File: src/rtl/bus_trace_ctrl.sv
// Bus trace controller: sequences the DUT reset, watches the processor bus,
// shadows writes into a small address window and stops the run on a halt
// write or a cycle timeout. The window is read back through a registered port.
module bus_trace_ctrl #(
  parameter int unsigned           DATA_WIDTH      = 32,
  parameter int unsigned           ADDR_WIDTH      = 26,
  parameter logic [ADDR_WIDTH-1:0] WIN_BASE        = 26'h3fffff0,
  parameter int unsigned           WIN_DEPTH       = 16,
  parameter logic [ADDR_WIDTH-1:0] HALT_ADDR       = 26'h3ffffff,
  parameter int unsigned           RST_HOLD_CYCLES = 2,
  parameter int unsigned           TIMEOUT_CYCLES  = 1000,
  parameter int unsigned           CNT_WIDTH       = 32
) (
  input  logic                         CLK,
  input  logic                         RST,
  input  logic                         START,
  input  logic [ADDR_WIDTH-1:0]        ADDR,
  input  logic [DATA_WIDTH-1:0]        DATA,
  input  logic                         READ,
  input  logic                         WRITE,
  output logic                         DUT_RST,
  output logic                         BUSY,
  output logic                         DONE,
  output logic                         TIMEOUT,
  output logic                         BUS_ERR,
  output logic [CNT_WIDTH-1:0]         CYCLE_COUNT,
  output logic [CNT_WIDTH-1:0]         WR_COUNT,
  output logic [CNT_WIDTH-1:0]         RD_COUNT,
  input  logic [$clog2(WIN_DEPTH)-1:0] RD_IDX,
  output logic [DATA_WIDTH-1:0]        RD_DATA,
  output logic                         RD_VALID
);

  localparam int unsigned IDX_W  = $clog2(WIN_DEPTH);
  // Hold counter runs 0 .. RST_HOLD_CYCLES-1 (RST_HOLD_CYCLES must be >= 1).
  localparam int unsigned HOLD_W = (RST_HOLD_CYCLES > 1) ? $clog2(RST_HOLD_CYCLES) : 1;
  localparam logic [HOLD_W-1:0] HOLD_LAST = HOLD_W'(RST_HOLD_CYCLES - 1);

  typedef enum logic [1:0] {
    S_IDLE      = 2'd0,
    S_RESET_DUT = 2'd1,
    S_RUN       = 2'd2,
    S_DONE      = 2'd3
  } state_t;

  state_t                  state_q;
  logic                    dut_rst_q;
  logic                    busy_q;
  logic                    done_q;
  logic                    timeout_q;
  logic                    bus_err_q;
  logic [HOLD_W-1:0]       hold_q;
  logic [CNT_WIDTH-1:0]    cycle_q;
  logic [CNT_WIDTH-1:0]    wr_cnt_q;
  logic [CNT_WIDTH-1:0]    rd_cnt_q;
  logic                    prev_wr_q;
  logic                    prev_rd_q;
  logic [WIN_DEPTH-1:0]    valid_q;
  logic [DATA_WIDTH-1:0]   rd_data_q;
  logic                    rd_valid_q;
  logic [DATA_WIDTH-1:0]   shadow_mem [WIN_DEPTH];

  logic                    start_go;
  logic                    wr_edge;
  logic                    rd_edge;
  logic                    both_strobes;
  logic [ADDR_WIDTH-1:0]   offset;
  logic                    in_win;
  logic [IDX_W-1:0]        cap_idx;
  logic                    capture;
  logic                    halt;
  logic [CNT_WIDTH-1:0]    cycle_d;
  logic                    tmo;

  // Saturating increment so counters stick at all-ones instead of wrapping.
  function automatic logic [CNT_WIDTH-1:0] sat_inc(input logic [CNT_WIDTH-1:0] v);
    return (&v) ? v : v + CNT_WIDTH'(1);
  endfunction

  // Decode bus events for the current cycle; only acted upon while in RUN.
  always_comb begin
    start_go     = START && ((state_q == S_IDLE) || (state_q == S_DONE));
    wr_edge      = WRITE && !prev_wr_q;
    rd_edge      = READ && !prev_rd_q;
    both_strobes = READ && WRITE;
    // Offset test avoids computing WIN_BASE+WIN_DEPTH, which can overflow the address width.
    offset       = ADDR - WIN_BASE;
    in_win       = (ADDR >= WIN_BASE) && (offset < ADDR_WIDTH'(WIN_DEPTH));
    cap_idx      = offset[IDX_W-1:0];
    capture      = (state_q == S_RUN) && WRITE && !READ && in_win;
    halt         = wr_edge && !READ && (ADDR == HALT_ADDR);
    cycle_d      = sat_inc(cycle_q);
    tmo          = (cycle_d == CNT_WIDTH'(TIMEOUT_CYCLES));
  end

  // Run sequencer with registered status outputs and run counters.
  always_ff @(posedge CLK or negedge RST) begin
    if (!RST) begin
      state_q   <= S_IDLE;
      dut_rst_q <= 1'b0;
      busy_q    <= 1'b0;
      done_q    <= 1'b0;
      timeout_q <= 1'b0;
      bus_err_q <= 1'b0;
      hold_q    <= '0;
      cycle_q   <= '0;
      wr_cnt_q  <= '0;
      rd_cnt_q  <= '0;
      prev_wr_q <= 1'b0;
      prev_rd_q <= 1'b0;
    end else begin
      unique case (state_q)
        S_IDLE, S_DONE: begin
          if (START) begin
            state_q   <= S_RESET_DUT;
            dut_rst_q <= 1'b0;
            busy_q    <= 1'b1;
            done_q    <= 1'b0;
            timeout_q <= 1'b0;
            bus_err_q <= 1'b0;
            hold_q    <= '0;
            cycle_q   <= '0;
            wr_cnt_q  <= '0;
            rd_cnt_q  <= '0;
          end
        end
        S_RESET_DUT: begin
          if (hold_q == HOLD_LAST) begin
            state_q   <= S_RUN;
            dut_rst_q <= 1'b1;
            // Cleared so a strobe already high in the first RUN cycle is an edge.
            prev_wr_q <= 1'b0;
            prev_rd_q <= 1'b0;
          end else begin
            hold_q <= hold_q + HOLD_W'(1);
          end
        end
        S_RUN: begin
          cycle_q   <= cycle_d;
          prev_wr_q <= WRITE;
          prev_rd_q <= READ;
          if (both_strobes) begin
            bus_err_q <= 1'b1;
          end else begin
            if (wr_edge) wr_cnt_q <= sat_inc(wr_cnt_q);
            if (rd_edge) rd_cnt_q <= sat_inc(rd_cnt_q);
          end
          // Halt takes priority over a timeout landing on the same cycle.
          if (halt || tmo) begin
            state_q   <= S_DONE;
            busy_q    <= 1'b0;
            done_q    <= 1'b1;
            timeout_q <= !halt;
          end
        end
        default: state_q <= S_IDLE;
      endcase
    end
  end

  // Per-entry valid flags: cleared when a run starts, set by a capture.
  for (genvar gi = 0; gi < WIN_DEPTH; gi++) begin : g_valid
    logic bit_q;
    always_ff @(posedge CLK or negedge RST) begin
      if (!RST) begin
        bit_q <= 1'b0;
      end else if (start_go) begin
        bit_q <= 1'b0;
      end else if (capture && (cap_idx == IDX_W'(gi))) begin
        bit_q <= 1'b1;
      end
    end
    assign valid_q[gi] = bit_q;
  end

  // Shadow storage write port; contents deliberately survive reset.
  always_ff @(posedge CLK) begin
    if (capture) begin
      shadow_mem[cap_idx] <= DATA;
    end
  end

  // Registered readback; a same-cycle capture shows up one cycle later.
  always_ff @(posedge CLK or negedge RST) begin
    if (!RST) begin
      rd_data_q  <= '0;
      rd_valid_q <= 1'b0;
    end else begin
      rd_data_q  <= shadow_mem[RD_IDX];
      rd_valid_q <= valid_q[RD_IDX];
    end
  end

  assign DUT_RST     = dut_rst_q;
  assign BUSY        = busy_q;
  assign DONE        = done_q;
  assign TIMEOUT     = timeout_q;
  assign BUS_ERR     = bus_err_q;
  assign CYCLE_COUNT = cycle_q;
  assign WR_COUNT    = wr_cnt_q;
  assign RD_COUNT    = rd_cnt_q;
  assign RD_DATA     = rd_data_q;
  assign RD_VALID    = rd_valid_q;

endmodule

File: config.mk
export PLATFORM = sky130hd
export DESIGN_NAME = bus_trace_ctrl
export DESIGN_NICKNAME = d
export VERILOG_FILES = /design/src/rtl/bus_trace_ctrl.sv
export SDC_FILE = /design/constraint.sdc
export NUM_CORES = 1
export LEC_CHECK = 0
export BUFFER_PORTS_ARGS = -buffer_cell sky130_fd_sc_hd__buf_4
export CAP_MARGIN = 40
export CORE_MARGIN = 2
export CORE_UTILIZATION = 40
export DETAILED_ROUTE_END_ITERATION = 12
export GPL_ROUTABILITY_DRIVEN = 1
export PLACE_DENSITY = 0.62
export SYNTH_ARGS = -nofsm -noshare
export SYNTH_HDL_FRONTEND = slang
export SYNTH_SLANG_ARGS = --single-unit
File: constraint.sdc
create_clock -name CLK -period 5 [get_ports CLK]
set_input_delay 0.75 -clock CLK [delete_from_list [all_inputs] [get_ports CLK]]
set_output_delay 0.75 -clock CLK [all_outputs]
set_load 0.01 [all_outputs]
==> results of run 1 <==
-- critical path, cell delays in order (launching register included) --
cell and delay [ns]:
sky130_fd_sc_hd__dfrtp_1 0.57, sky130_fd_sc_hd__nand3_1 0.28, sky130_fd_sc_hd__nor4_1 0.87, sky130_fd_sc_hd__nor4b_1 0.31, sky130_fd_sc_hd__nor3_1 0.12, sky130_fd_sc_hd__a2111oi_0 0.49
sky130_fd_sc_hd__and4_1 0.43, sky130_fd_sc_hd__a311oi_1 0.12, sky130_fd_sc_hd__nand3b_1 0.17
-- registers in the layout, summed over array words and instances, names as in the netlist --
signal and cells:
prev_rd_q 1, RD_DATA 32, DONE 1, CYCLE_COUNT 32, state_q 2, prev_wr_q 1, BUSY 1, RD_COUNT 32
DUT_RST 1, hold_q 1, shadow_mem 512, RD_VALID 1, WR_COUNT 32, BUS_ERR 1, TIMEOUT 1, g_valid.bit_q 16
-- cell type report --
type | count | area share [%]
Sequential cell | 667 | 59.6
Clock inverter | 38 | 1.11
Inverter | 19 | 0.221
Timing Repair Buffer | 239 | 5.95
Tap cell | 873 | 3.38
Multi-Input combinational cell | 810 | 23.8
Clock buffer | 94 | 5.99
-- cells by family after synthesis --
group	synth area share [%]
xor gates and xnor gates	1.87
and+or+nand+nor	7.65
muxes	13.8
AOI/OAI and AO/OA	4.17
buffers and inverters	1.42
adders and majority gates	0.276
DFF	70.8
-- synth_stat cells (all sizes together), types with 3 or more instances --
library cell  instances  area share, %
nand2                84            1.2
o41ai                 4           0.16
o311ai                3           0.12
nand2b               11           0.25
inv                  19           0.26
buf                  18           0.30
a22o                  3          0.097
o31ai                 7           0.19
o21ai                62            1.1
nor2                 99            1.4
a21o                  3          0.083
nand4                45            1.1
nor3b                 3           0.10
or3                  24           0.57
ha                    6           0.28
edfxtp              512             57
or2                   3          0.069
nor3                 23           0.44
nor2b                 3          0.069
a2111oi               3           0.12
and4                 19           0.61
nor4                 15           0.35
a21oi                35           0.64
clkbuf               61           0.85
or4                   4           0.11
o21a                 19           0.52
nand3                32           0.59
a311oi                4           0.13
and3                 15           0.35
a31oi                15           0.35
dfrtp               155             14
and2                 12           0.28
xor2                 27           0.87
mux4                165             14
xnor2                31            1.0
-- power breakdown --
part,switching [uW],internal [uW]
combinational,1010,652
sequential,142,6090
clock,2200,2960
-- worst max-delay path by stage --
stage	slack (ns)	cells after the start	from	to
floorplan	0.43	5	ADDR[23]	shadow_mem[8][0]$_DFFE_PP_
global placement	1.40	7	ADDR[23]	shadow_mem[9][19]$_DFFE_PP_
detailed placement	1.33	7	READ	shadow_mem[9][20]$_DFFE_PP_
CTS	1.61	9	state_q[0]$_DFFE_PN0P_	RD_COUNT[23]$_DFFE_PN0P_
global route	1.24	10	CYCLE_COUNT[0]$_DFFE_PN0P_	BUSY$_DFFE_PN0P_
finish	1.49	8	CYCLE_COUNT[4]$_DFFE_PN0P_	state_q[1]$_DFFE_PN0P_
-- routing by layer --
metal | up-vias | routed length (um) | share of wire, %
met5 | - | 41 | 0.064
met4 | 6 | 1200 | 1.9
met3 | 95 | 4400 | 6.9
met2 | 583 | 30500 | 48
met1 | 8057 | 27400 | 43
li1 | 6774 | - | -
-- per-stage QoR --
stage          worst slack, ns  power, uW
2_1_floorplan            0.432       7290
6_report                  1.49      13100
5_1_grt                   1.24      13600
3_5_place_dp              1.33       8010
3_3_place_gp              1.40       7930
4_1_cts                   1.61      13200
-- placed cells by master, fill, tap and decap left out, types with 23 or more instances in the layout --
master	count
sky130_fd_sc_hd__buf_4	230
sky130_fd_sc_hd__o21ai_0	61
sky130_fd_sc_hd__xnor2_1	31
sky130_fd_sc_hd__mux4_2	165
sky130_fd_sc_hd__dfrtp_1	155
sky130_fd_sc_hd__nor2_1	86
sky130_fd_sc_hd__clkbuf_16	72
sky130_fd_sc_hd__nand3_1	32
sky130_fd_sc_hd__xor2_1	27
sky130_fd_sc_hd__or3_1	23
sky130_fd_sc_hd__edfxtp_1	512
sky130_fd_sc_hd__a21oi_1	35
sky130_fd_sc_hd__nand4_1	44
sky130_fd_sc_hd__nand2_1	84
==> impl_metrics.xml, run 1 <==
<?xml version="1.0" encoding="UTF-8"?>
<metrics>
  <group name="power_and_ir_drop">
    <metric name="static-leakage-power" unit="uW">0.0112</metric>
    <metric name="power-per-cell-area" unit="nW/um^2">404</metric>
    <metric name="worst_ir_drop_vdd" unit="uV">283</metric>
  </group>
  <group name="timing">
    <metric name="period_needed" unit="ns">3.51</metric>
    <metric name="maxClockFrequency" unit="GHz">0.285</metric>
    <metric name="worst_slew_margin_rel" unit="%">37.4</metric>
    <metric name="worst_clock_skew" unit="ns">0.0179</metric>
    <metric name="hold_ws" unit="ns">0.147</metric>
    <metric name="final_setup_tns" unit="ns">0</metric>
    <metric name="setup_repair_after_global_routing_missed_its_margin" unit="">no</metric>
    <metric name="setup_viol" unit="">0</metric>
    <metric name="period_share" unit="%">70.2</metric>
    <metric name="hold_viol_final" unit="">0</metric>
    <metric name="final-max-slew-violation-count" unit="">0</metric>
    <metric name="worstMarginPinSlew" unit="ns">0.931</metric>
  </group>
  <group name="clock_tree">
    <metric name="clkSlewWorstSetupHoldPaths" unit="ns">0.06</metric>
    <metric name="ctsHtreeMaxLevel" unit="">3</metric>
    <metric name="number_of_buffers_inserted_during_clock_tree_synthesis" unit="">71</metric>
    <metric name="post_cts.resized_instances" unit="">0</metric>
    <metric name="holdBufCountCts" unit="">0</metric>
    <metric name="clock_insertion_delay_worst_skew" unit="ns">0.61</metric>
    <metric name="clock_path_buffers" unit="">3</metric>
    <metric name="clockRootBuffer" unit="">sky130_fd_sc_hd__clkbuf_16</metric>
    <metric name="cts.sinks" unit="">667</metric>
    <metric name="postCtsSetupRepairBufs" unit="">0</metric>
    <metric name="tritoncts" unit="">built</metric>
  </group>
  <group name="yosys">
    <metric name="yosysSeqAreaShare" unit="%">70.8</metric>
    <metric name="asyncSetResetFlopFracSynth" unit="%">23.2</metric>
    <metric name="ys_ff_latch" unit="">667</metric>
    <metric name="synth.distinct_cells" unit="">70</metric>
    <metric name="synth_enable_flop_cells" unit="">512</metric>
    <metric name="synth_nets" unit="">1648</metric>
    <metric name="syn-instance-count" unit="">1575</metric>
    <metric name="synth_area" unit="sq um">27200</metric>
    <metric name="synth_area_per_cell" unit="sq um">17.3</metric>
    <metric name="synthFlopType" unit="">sky130_fd_sc_hd__edfxtp_1</metric>
    <metric name="synth.yosys.warnings" unit="">0</metric>
  </group>
  <group name="layout">
    <metric name="final_core_utilization" unit="%">48.0</metric>
    <metric name="multiInputGateArea" unit="sq um">7670</metric>
    <metric name="finish.instance_area" unit="sq um">32300</metric>
    <metric name="layout.nets" unit="">1881</metric>
    <metric name="post_route_cells_drive_above_1_share" unit="%">29.1</metric>
    <metric name="area.sequential" unit="sq um">19300</metric>
    <metric name="fillCellCount" unit="">5652</metric>
    <metric name="layout_cells_excl_fill" unit="">2740</metric>
    <metric name="antenna_cells" unit="">0</metric>
    <metric name="syn2layout_area_growth" unit="%">18.8</metric>
  </group>
  <group name="detailed_routing">
    <metric name="dr_total_vias" unit="">15500</metric>
    <metric name="drt_wl_total" unit="um">63600</metric>
    <metric name="vias_per_cell" unit="">5.66</metric>
    <metric name="drt_pre_antenna_iters" unit="">5</metric>
    <metric name="wl_per_cell" unit="um">23.2</metric>
    <metric name="initialDrtViolationCount" unit="">1293</metric>
    <metric name="ant_nets" unit="">0</metric>
    <metric name="drt_drc_violations_left" unit="">0</metric>
  </group>
  <group name="global_routing">
    <metric name="global_route.peak_usage_layer" unit="">met2</metric>
    <metric name="track_usage" unit="%">18.3</metric>
    <metric name="grt_use_met1" unit="%">25.2</metric>
    <metric name="global_route.usage.met3" unit="%">3.97</metric>
    <metric name="globalRoute.totalOverflow" unit="">0</metric>
    <metric name="first_pass_grt_wire_length" unit="um">97800</metric>
    <metric name="antenna_found_initial" unit="">3</metric>
    <metric name="first_global_vias" unit="">15800</metric>
    <metric name="globalRouteMet2Util" unit="%">29.8</metric>
    <metric name="grt_start_max_net_pins" unit="">88</metric>
  </group>
  <group name="worst_setup_path">
    <metric name="worst_ep_arrival_time" unit="ns">3.99</metric>
    <metric name="worst_ep_required_time" unit="ns">5.48</metric>
    <metric name="worst-path-max-fanout" unit="">10</metric>
    <metric name="setup.worst_path.start_class" unit="">register</metric>
    <metric name="rr_endpoint" unit="">state_q[1]$_DFFE_PN0P_</metric>
    <metric name="rr_startpoint" unit="">CYCLE_COUNT[4]$_DFFE_PN0P_</metric>
    <metric name="worst_r2r_path_depth" unit="">8</metric>
    <metric name="timing.setup.critical_path_class" unit="">register to register</metric>
    <metric name="reg2reg_setup_slack" unit="ns">1.49</metric>
    <metric name="crit_path_end_kind" unit="">register</metric>
  </group>
  <group name="floorplanning">
    <metric name="die_area" unit="sq um">70100</metric>
    <metric name="core_region_area" unit="sq um">67300</metric>
    <metric name="io-pin-count" unit="">201</metric>
    <metric name="initial_standard_cell_utilization_of_the_core" unit="%">40.4</metric>
    <metric name="placementRows" unit="">95</metric>
    <metric name="die-width" unit="um">265</metric>
    <metric name="die_height" unit="um">265</metric>
  </group>
  <group name="flow_run">
    <metric name="cap_viol_max_count" unit="">0</metric>
  </group>
  <group name="outcome">
    <metric name="outcome" unit="">finished clean</metric>
  </group>
  <group name="place">
    <metric name="port_buffers" unit="">200</metric>
    <metric name="dpl-instance-area" unit="sq um">30000</metric>
    <metric name="numPlacedInstances" unit="">2608</metric>
    <metric name="hpwl" unit="um">39000</metric>
    <metric name="gp_routability_congestion" unit="">0.911</metric>
  </group>
  <group name="hold_path">
    <metric name="min-delay-path-class" unit="">primary input to asynchronous set/reset pin</metric>
  </group>
</metrics>
No activity file was read; power rests on OpenSTA's default activity.
==> run 2, diff against run 1 <==
- clock period: 5 -> 3.32 ns (I/O delays scaled with it)
==> run 2 against run 1 <==
Against the previous run:
- sequential power rose by 50%
- combinational power rose by 56%
- final cell count rose by 1.3%
- worst setup slack got worse by 1.3 ns
- via count rose by 0.90%
- critical endpoint is now BUSY$_DFFE_PN0P_
==> impl_metrics.xml, run 2 (synthesized netlist as in run 1, its figures left out) <==
<?xml version="1.0" encoding="UTF-8"?>
<metrics>
  <group name="power_and_ir_drop">
    <metric name="power-per-cell-area" unit="nW/um^2">605</metric>
    <metric name="logic_pwr_share" unit="%">13.1</metric>
    <metric name="power.share.sequential" unit="%">47.4</metric>
    <metric name="worst_ir_drop_vdd" unit="uV">421</metric>
    <metric name="p_switching" unit="uW">5060</metric>
    <metric name="cell_internal_pwr" unit="uW">14700</metric>
    <metric name="clock_power_share" unit="%">39.5</metric>
    <metric name="proportion_of_total_power_due_to_net_switching" unit="%">25.6</metric>
    <metric name="static-leakage-power" unit="uW">0.0114</metric>
    <metric name="design_power_total" unit="uW">19800</metric>
  </group>
  <group name="worst_setup_path">
    <metric name="crit_path_end_kind" unit="">register</metric>
    <metric name="timing.setup.critical_path_class" unit="">register to register</metric>
    <metric name="rr_startpoint" unit="">CYCLE_COUNT[10]$_DFFE_PN0P_</metric>
    <metric name="worst_ep_required_time" unit="ns">3.80</metric>
    <metric name="crit_path_start" unit="">CYCLE_COUNT[10]$_DFFE_PN0P_</metric>
    <metric name="worst-path-max-fanout" unit="">8</metric>
    <metric name="worst_ep_arrival_time" unit="ns">3.62</metric>
    <metric name="setup.worst_path.start_class" unit="">register</metric>
  </group>
  <group name="hold_path">
    <metric name="worstHoldStart" unit="">DATA[17]</metric>
    <metric name="min-delay-path-class" unit="">primary input to register</metric>
  </group>
  <group name="floorplanning">
    <metric name="initial_standard_cell_utilization_of_the_core" unit="%">40.4</metric>
    <metric name="placementRows" unit="">95</metric>
    <metric name="die-width" unit="um">265</metric>
    <metric name="die_height" unit="um">265</metric>
    <metric name="die_area" unit="sq um">70100</metric>
    <metric name="io-pin-count" unit="">201</metric>
    <metric name="core_region_area" unit="sq um">67300</metric>
  </group>
  <group name="timing">
    <metric name="final-max-slew-violation-count" unit="">0</metric>
    <metric name="setup_viol" unit="">0</metric>
    <metric name="period_share" unit="%">94.6</metric>
    <metric name="worst_slew_margin_rel" unit="%">46.5</metric>
    <metric name="worstMarginPinSlew" unit="ns">0.802</metric>
    <metric name="maxClockFrequency" unit="GHz">0.318</metric>
    <metric name="worst_clock_skew" unit="ns">0.0234</metric>
    <metric name="hold_viol_final" unit="">0</metric>
    <metric name="setup_repair_after_global_routing_missed_its_margin" unit="">no</metric>
    <metric name="period_needed" unit="ns">3.14</metric>
  </group>
  <group name="detailed_routing">
    <metric name="detailroute.wirelength.met2" unit="um">30300</metric>
    <metric name="routed-wl-met3" unit="um">4040</metric>
    <metric name="initialDrtViolationCount" unit="">1404</metric>
    <metric name="drt-met1-wl" unit="um">29100</metric>
    <metric name="vias_per_cell" unit="">5.64</metric>
    <metric name="ant_nets" unit="">0</metric>
    <metric name="drt_wl_total" unit="um">64400</metric>
    <metric name="drt_pre_antenna_iters" unit="">5</metric>
    <metric name="wl_per_cell" unit="um">23.2</metric>
    <metric name="dr_total_vias" unit="">15700</metric>
    <metric name="route.top_layer_used" unit="">met5</metric>
    <metric name="drt_drc_violations_left" unit="">0</metric>
  </group>
  <group name="global_routing">
    <metric name="grt_start_max_net_pins" unit="">79</metric>
    <metric name="track_usage" unit="%">18.5</metric>
    <metric name="globalRoute.totalOverflow" unit="">0</metric>
    <metric name="first_pass_grt_wire_length" unit="um">98400</metric>
    <metric name="first_global_vias" unit="">15900</metric>
    <metric name="antenna_found_initial" unit="">4</metric>
  </group>
  <group name="place">
    <metric name="hpwl" unit="um">40300</metric>
    <metric name="port_buffers" unit="">200</metric>
    <metric name="numPlacedInstances" unit="">2640</metric>
    <metric name="dpl-instance-area" unit="sq um">30300</metric>
    <metric name="gp_routability_congestion" unit="">0.905</metric>
  </group>
  <group name="layout">
    <metric name="largest_register_ffs" unit="">512</metric>
    <metric name="finish.instance_area" unit="sq um">32700</metric>
    <metric name="layout_cells_excl_fill" unit="">2776</metric>
    <metric name="final_core_utilization" unit="%">48.6</metric>
    <metric name="mostFrequentLayoutCells" unit="">sky130_fd_sc_hd__edfxtp_1 (512), sky130_fd_sc_hd__buf_4 (254), sky130_fd_sc_hd__mux4_2 (165), sky130_fd_sc_hd__dfrtp_1 (155), sky130_fd_sc_hd__nor2_1 (86)</metric>
    <metric name="syn2layout_area_growth" unit="%">20.3</metric>
    <metric name="layout_commonest_cell" unit="">sky130_fd_sc_hd__edfxtp_1</metric>
    <metric name="post_route_cells_drive_above_1_share" unit="%">30.2</metric>
    <metric name="registers.top_by_ff_count" unit="">shadow_mem</metric>
    <metric name="layout.nets" unit="">1915</metric>
  </group>
  <group name="clock_tree">
    <metric name="clock_path_buffers" unit="">3</metric>
    <metric name="cts.sinks" unit="">667</metric>
    <metric name="postCtsSetupRepairBufs" unit="">0</metric>
    <metric name="clkSlewWorstSetupHoldPaths" unit="ns">0.06</metric>
    <metric name="clockRootBuffer" unit="">sky130_fd_sc_hd__clkbuf_16</metric>
    <metric name="tritoncts" unit="">built</metric>
    <metric name="ctsHtreeMaxLevel" unit="">3</metric>
    <metric name="clock_insertion_delay_worst_skew" unit="ns">0.62</metric>
    <metric name="number_of_buffers_inserted_during_clock_tree_synthesis" unit="">72</metric>
  </group>
  <group name="flow_run">
    <metric name="cap_viol_max_count" unit="">0</metric>
  </group>
  <group name="outcome">
    <metric name="outcome" unit="">finished clean</metric>
  </group>
</metrics>
run 2: cell types whose count changed in the layout (fill, tap and decap cells not counted), sizes merged:
cell         previous run  this run
diode                   0         3
clkinvlp                2         4
clkbuf                 95        90
buf                   238       270
bufinv                  4         5
clkinv                 27        32
inv                    24        21
dlygate4sd3             0         1
run 2: critical path, stage by stage (launching register included):
cell and delay [ns]:
sky130_fd_sc_hd__dfrtp_1 0.48, sky130_fd_sc_hd__and4_1 0.38, sky130_fd_sc_hd__nand2_1 0.26, sky130_fd_sc_hd__o311ai_2 0.45, sky130_fd_sc_hd__xor2_1 0.24, sky130_fd_sc_hd__a21bo_2 0.24
sky130_fd_sc_hd__or4b_1 0.55, sky130_fd_sc_hd__o41ai_4 0.29, sky130_fd_sc_hd__a21oi_1 0.12
run 2: timing repair:
item / in CTS / in global routing
setup endpoints to repair: 0 / 1
endpoints found under the hold margin: 62 / 0
resized for setup: 0 / 1
hold buffers: 1 / 0
run 2: layout make-up:
type                       instances  area (sq um)
fill                            5596         34600
timing repair buffer             272          2240
tap                              873          1090
clock buffer                      89          1930
antenna                            3          7.51
multi-input combinational        810          7710
clock inverter                    43           399
inverter                          19          71.3
sequential                       667         19300
run 2: per-layer routing:
layer,vias up,GRT usage [%]
met2,511,29.2
met3,76,3.59
met4,4,4.99
met5,-,0
li1,6867,-
met1,8196,26.6
run 2: worst paths after layout:
path	depth (start not counted)	to	slack [ns]
worst max register to register	8	BUSY$_DFFE_PN0P_	0.18
worst min register to register	1	g_valid[14].bit_q$_DFFE_PN0P_	0.49
worst max-delay path	8	BUSY$_DFFE_PN0P_	0.18
worst min-delay path	1	shadow_mem[1][17]$_DFFE_PP_	0.19
max in group asynchronous	3	g_valid[11].bit_q$_DFFE_PN0P_	2.01
min in group asynchronous	2	CYCLE_COUNT[9]$_DFFE_PN0P_	0.52
run 2: per-stage QoR:
step	hold WS [ns]	setup WS (ns)	setup TNS (ns)
after global placement	0.468	0.260	0
final	0.185	0.179	0
after CTS	0.141	0.174	0
after detailed placement	0.475	0.249	0
after floorplan	0.202	-0.104	-9.97
after global routing	0.180	0.00531	0
run 2: power by group through the flow:
stage / Combinational (uW) / Clock, uW / Sequential [uW]
after floorplan: 1410 / 0 / 9560
final: 2590 / 7810 / 9370
after global placement: 2580 / 0 / 9530
after global routing: 2840 / 8320 / 9400
after CTS: 2610 / 8020 / 9370
after detailed placement: 2600 / 0 / 9540
